**src/rtl/cnn_mac_pipe.sv**
```systemverilog
// Pipelined signed multiply-accumulate for CNN dot products: NUM_STAGE product
// registers, an accumulate stage, and a shift/saturate output register.
module cnn_mac_pipe #(
  parameter int DIN0_WIDTH = 15,
  parameter int DIN1_WIDTH = 10,
  parameter int NUM_STAGE  = 2,
  parameter int ACC_WIDTH  = 32,
  parameter int DOUT_WIDTH = 15,
  parameter int FRAC_SHIFT = 9
) (
  input  logic                         ap_clk,
  input  logic                         ap_rst_n,
  input  logic                         in_valid,
  output logic                         in_ready,
  input  logic signed [DIN0_WIDTH-1:0] din0,
  input  logic signed [DIN1_WIDTH-1:0] din1,
  input  logic                         in_last,
  output logic                         out_valid,
  input  logic                         out_ready,
  output logic signed [DOUT_WIDTH-1:0] dout,
  output logic                         dout_ovf,
  output logic                         busy
);

  localparam int PW = DIN0_WIDTH + DIN1_WIDTH;
  localparam int LS = NUM_STAGE - 1;
  localparam logic signed [ACC_WIDTH-1:0] SAT_MAX =
    {{(ACC_WIDTH-DOUT_WIDTH+1){1'b0}}, {(DOUT_WIDTH-1){1'b1}}};
  localparam logic signed [ACC_WIDTH-1:0] SAT_MIN =
    {{(ACC_WIDTH-DOUT_WIDTH+1){1'b1}}, {(DOUT_WIDTH-1){1'b0}}};

  // Handshake: a beat moves on a rising edge where valid and ready are both 1.
  // The whole pipe advances only when the output register is free or being
  // popped, so in_ready is that global enable.
  logic                         w_en;
  logic signed [PW-1:0]         w_prod;
  logic signed [ACC_WIDTH-1:0]  w_p_ext;
  logic signed [ACC_WIDTH-1:0]  w_sum;
  logic signed [ACC_WIDTH-1:0]  w_shift;
  logic                         w_hi;
  logic                         w_lo;
  logic                         w_acc_v;
  logic                         w_acc_last;

  logic signed [PW-1:0]         r_p [NUM_STAGE];
  logic [NUM_STAGE-1:0]         r_v;
  logic [NUM_STAGE-1:0]         r_l;
  logic signed [ACC_WIDTH-1:0]  r_acc;
  logic                         r_part;
  logic                         r_out_valid;
  logic signed [DOUT_WIDTH-1:0] r_dout;
  logic                         r_ovf;

  assign w_en       = ~(r_out_valid & ~out_ready);
  assign w_prod     = din0 * din1;
  assign w_acc_v    = r_v[LS];
  assign w_acc_last = r_l[LS];
  assign w_p_ext    = {{(ACC_WIDTH-PW){r_p[LS][PW-1]}}, r_p[LS]};
  assign w_sum      = r_acc + w_p_ext;
  assign w_shift    = w_sum >>> FRAC_SHIFT;
  assign w_hi       = w_shift > SAT_MAX;
  assign w_lo       = w_shift < SAT_MIN;

  always_ff @(posedge ap_clk or negedge ap_rst_n) begin
    if (!ap_rst_n) begin
      r_v <= '0;
      r_l <= '0;
      for (int s = 0; s < NUM_STAGE; s++) r_p[s] <= '0;
    end else if (w_en) begin
      r_p[0] <= w_prod;
      r_v[0] <= in_valid;
      r_l[0] <= in_last;
      for (int s = 1; s < NUM_STAGE; s++) begin
        r_p[s] <= r_p[s-1];
        r_v[s] <= r_v[s-1];
        r_l[s] <= r_l[s-1];
      end
    end
  end

  // A last beat closes the sum: result is registered and the accumulator
  // restarts from zero so back-to-back dot products need no idle cycle.
  always_ff @(posedge ap_clk or negedge ap_rst_n) begin
    if (!ap_rst_n) begin
      r_acc  <= '0;
      r_part <= 1'b0;
      r_dout <= '0;
      r_ovf  <= 1'b0;
    end else if (w_en && w_acc_v) begin
      if (w_acc_last) begin
        r_acc  <= '0;
        r_part <= 1'b0;
        r_ovf  <= w_hi | w_lo;
        if (w_hi)      r_dout <= SAT_MAX[DOUT_WIDTH-1:0];
        else if (w_lo) r_dout <= SAT_MIN[DOUT_WIDTH-1:0];
        else           r_dout <= w_shift[DOUT_WIDTH-1:0];
      end else begin
        r_acc  <= w_sum;
        r_part <= 1'b1;
      end
    end
  end

  always_ff @(posedge ap_clk or negedge ap_rst_n) begin
    if (!ap_rst_n) begin
      r_out_valid <= 1'b0;
    end else if (w_en) begin
      if (w_acc_v && w_acc_last) r_out_valid <= 1'b1;
      else if (out_ready)        r_out_valid <= 1'b0;
    end
  end

  assign in_ready  = w_en;
  assign out_valid = r_out_valid;
  assign dout      = r_dout;
  assign dout_ovf  = r_ovf;
  assign busy      = r_part | (|r_v);

endmodule
```
**config.mk**
```make
export PLATFORM = sky130hd
export DESIGN_NAME = cnn_mac_pipe
export DESIGN_NICKNAME = d
export VERILOG_FILES = /design/src/rtl/cnn_mac_pipe.sv
export SDC_FILE = /design/constraint.sdc
export NUM_CORES = 1
export LEC_CHECK = 0
export ABC_AREA = 1
export CAP_MARGIN = 15
export CORE_MARGIN = 1
export CORE_UTILIZATION = 44
export DETAILED_ROUTE_END_ITERATION = 10
export DONT_BUFFER_PORTS = 1
export PLACE_DENSITY = 0.61
export SYNTH_ARGS = -nofsm -noshare
export SYNTH_HDL_FRONTEND = slang
export SYNTH_SLANG_ARGS = --single-unit
```
**constraint.sdc**
```tcl
create_clock -name ap_clk -period 3.5 [get_ports ap_clk]
set_input_delay 0.525 -clock ap_clk [delete_from_list [all_inputs] [get_ports ap_clk]]
set_output_delay 0.525 -clock ap_clk [all_outputs]
set_load 0.005 [all_outputs]
```
Yosys cells after proc, flatten, opt, wreduce, memory -nomap -nowiden
Cells that the tools add are included.
{"block": "word_totals", "register_bits": 104, "inputBits": 30, "output_inout_bits": 19, "wordCells": 30}
{"block": "classes", "addsub": 1, "mul": 1, "order_cmp": 2, "muxes": 6, "bitwise_logic": 5, "reduce_logical": 6}
{"op": "32-bit by 25-bit adder with 32-bit output", "count": 1}
{"op": "32-bit two-way mux", "count": 1}
{"op": "15-bit two-way mux", "count": 2}
{"op": "15-bit by 10-bit multiplier with 25-bit output", "count": 1}
{"op": "23-bit by 15-bit > comparator with 1-bit output, second input constant", "count": 1}
{"op": "23-bit by 15-bit less-than comparator with 1-bit output, second input constant", "count": 1}
{"op": "2-bit AND reduction", "count": 2}
{"op": "1-bit two-way mux", "count": 3}
{"op": "1-bit logical AND", "count": 2}
{"op": "1-bit NOT", "count": 2}
{"op": "1-bit bitwise OR", "count": 2}
{"op": "2-bit nonzero test", "count": 1}
{"op": "2-bit OR reduction", "count": 1}
{"op": "1-bit AND", "count": 1}

Longest topological paths before layout
{"block": "logic_depth", "ltp_word": 5, "ltp_mapped": 25, "depth_no_buf": 24}

Worst setup path before layout
Ideal clock, no wire load.
{"block": "synth_timing", "kind": "in2reg", "start": "input din0[5]", "end": "register r_p[44] in the netlist's numbering", "setup_time_ns": 0.118, "arrival_ns": 5.151, "t_required_ns": 3.382, "setup_slack_ns": -1.769, "path_stages": 21, "n_path_buf": 1, "path_cell_list": "clkbuf_1 nand2_1 fa_1 inv_1 fa_1 inv_1 fa_1 inv_1 fa_1 inv_1 fa_1 inv_1 ha_1 a21o_1 a21oi_1 o21ai_0 a21oi_1 o21bai_1 or2_2 nand3_1 nand2_1"}
{"block": "synth_between", "elab_chain_len": 1}
{"element": "from (decl)", "line": "15", "text": "input logic signed [DIN0_WIDTH-1:0] din0,"}
{"element": "15-bit by 10-bit multiplier with 25-bit output", "line": "55", "text": "assign w_prod = din0 * din1;"}
{"element": "to (signal, indexed assignment)", "line": "74", "text": "r_p[s] <= r_p[s-1];"}
{"element": "to (decl)", "line": "45", "text": "logic signed [PW-1:0] r_p [NUM_STAGE];"}
Every way passes these cells.
A chain may end at the register's enable or synchronous reset.

Final worst setup path
{"block": "layout_timing", "start": "input din0[14]", "end": "register r_p[49] in the netlist's numbering"}
Same word-level chain as after synthesis.

==> results.txt <==
ANT cells: 0
# rows: 60
top-count cell post-synth: nand2_1
Area Growth Syn to Fin: 15.4%
Critical Path Max Stage Delay: 660 ps
Post-synth top cells: 555 x nand2_1, 343 x inv_1, 132 x fa_1
first-pass GRT wire length: 49.6 mm
Congestion Overflow GR: 0
initial antenna violation count: 0
Post-Synth Simple-Gate Area: 0.258
failing checks: negative setup slack
worst setup margin: -922 ps
Fillers: 2678
post-synthesis adder-cell area fraction: 0.310
Critical-path top delay cell: fa_2
Crit path top cell by count: fa_1
fin nets: 1941
count of cell types in the netlist: 45
largest net degree at the start of global routing: 105
Crit Reg-Reg Startpoint: r_p[0]
crit path cell chain: nand2_8 -> fa_2 -> inv_2 -> fa_1 -> inv_2 -> fa_1 -> fa_1 -> inv_1 -> fa_1 -> ha_4 -> nand2_4 -> nor4_4 -> nand4_1 -> nand3_2 -> nand2_1 -> inv_1 -> nor2_1 -> nand2_1 -> nand3_1 -> nand2_1
vias in the first global route: 10600
relative slew slack: 0.395
Slew Viols, Final: 0
synthesis warning total: 0
worst reg2reg path depth: 16
syn avg cell area: 7.38 µm²
leading area contributor after synthesis: fa_1
Die ar.: 28300 µm²
Vias/cell: 4.79
Longest Clk Path Bufs: 2
Synth Area in XOR/XNOR: 0.0253
RePlAce Congestion: 0.921
Worst Hold Class: in2async
Syn Nets: 1898
Setup Crit Path Kind: in2reg
synthesized flop and latch total: 104
Finished Core Util: 0.519
CTS H-tree lvls: 3
top sig layer: met4
I/O pin count: 49
sequential cell area fraction in the yosys report: 0.214
critical path endpoint category: flip-flop
# setup viols final: 18
Num CTS Buffers: 9
GRT Total Usage: 0.215
core area: 27000 µm²
number of synthesized flops with an enable pin: 0
FF-to-FF End: dout[8]
drt pass-1 iters: 5
largest family of logic cells by synthesized area: adder cells
skew final: 12.0 ps
Die W: 168 µm
Die H: 168 µm
mapped cell area: 12100 µm²
CP Max Fanout: 10
synth top area cells: fa_1 22%, dfrtp_1 21%, nand2_1 17%
final hold vios: 0
RSZ-0062 raised after global routing: true
via count: 9751
crit path DAT: 4710 ps
Worst-Skew Late Latency: 350 ps
Gate Count Post-Synth: 1646
ratio of cells with drive above 1 in the final layout: 0.177
dpl hpwl: 23.2 mm
wire length on met2: 13.9 mm
Worst-path clk slew: 80 ps
post-detailed-route count of antenna-violating nets: 0
Synth async-reset ratio: 1.00
maximum capacitance violations: 0
CP startpoint: din0[14]
final worst path period share: 1.26
status: finished with violations
Met1 Wirelength: 13.0 mm
root buf cell: clkbuf_16
CTS sink cnt: 104
DRT iter0 DRCs: 354
drt wl/cell: 13.9 µm
Top FF cell, synth: dfrtp_1
Initial Utilization: 0.449
CTS tree: done
FF-to-FF setup slack: 540 ps
drt drc: 0
port buffer count: 0
minimum clock period after layout: 4420 ps
Worst Tran Pin Value: 907 ps
met3 wire length: 669 µm
Setup crit start kind: input pin
proportion of synthesized area in mux cells: 0
FMAX: 0.226 GHz
Routed Wire Length: 28.2 mm
compound-cell area share of the yosys netlist: 0.0676
Yosys top cell area share: 0.218
CP required: 3790 ps
metal layers:
metal | vias up | GRT usage
met1 | 4575 | 0.274
li1 | 5002 | -
met2 | 138 | 0.390
met5 | - | 0
met4 | 0 | 0.0593
met3 | 36 | 0.0209
registers in the layout, indices dropped and copies added (netlist names):
name / cells
r_p: 50
out_valid: 1
dout_ovf: 1
r_v: 2
r_acc: 32
r_l: 2
r_part: 1
dout: 15
critical path, delay by kind of cell:
family	cells	cell delay, ps
simple gates	10	1050
fa+ha+maj	6	2920
buf+inv	4	220
worst max-delay path by stage:
stage | to | slack [ps] | cells after the start
6_report | r_p[49] | -920 | 20
5_1_grt | r_p[49] | -1150 | 21
4_1_cts | r_p[49] | -910 | 19
3_5_place_dp | r_p[49] | -1510 | 18
3_3_place_gp | r_p[49] | -1430 | 18
2_1_floorplan | r_p[49] | -1230 | 21
logic make-up (layout without fill, tap and decap cells):
kind of cell	after synthesis	count (layout)
flops	104	104
xor+xnor	33	33
fa+ha+maj	222	222
compound gates	135	135
buf+inv	399	447
simple gates	753	753
metrics by stage:
stage | setup WS (ps) | hold WS [ps] | cells | TNS [ps] | cell area (µm²)
4_1_cts | -908 | 123 | 2033 | -12000 | 14000
3_5_place_dp | -1510 | 235 | 2011 | -21730 | 13500
5_1_grt | -1150 | 133 | 2035 | -15070 | 14000
3_3_place_gp | -1430 | 235 | 2011 | -20600 | 13500
6_report | -922 | 13.9 | 2035 | -12140 | 14000
2_1_floorplan | -1230 | 229 | 1646 | -17510 | 13000
area by class of cell:
cell class,instances,area [µm²],area share
flip-flops and latches,104,2600,0.186
clock buffers,9,225,0.0161
multi-input cells,1143,8750,0.624
repair buffers,76,609,0.0434
well taps,341,427,0.0304
inverters,355,1340,0.0955
clock inverters,7,71.3,0.00509
cell usage in the layout (no fill, tap or decap), types with 24 or more instances in the layout:
cell type	instances
o21ai_0	36
nand2_2	36
buf_4	70
inv_1	319
inv_2	34
nand3_1	39
nand2_1	527
a21oi_2	24
dfrtp_1	104
nor2_1	70
fa_1	122
ha_1	70
repair_timing:
action	4_1_cts	5_1_grt
resized for setup	41	15
hold buffers	1	0
endpoints found under the hold margin	104	0
setup buffers	7	3
setup endpoints to repair	18	19
pin swaps	55	19
Power is not shown: default switching activity piles up to over one toggle a cycle in this logic, so the estimate is an artifact.
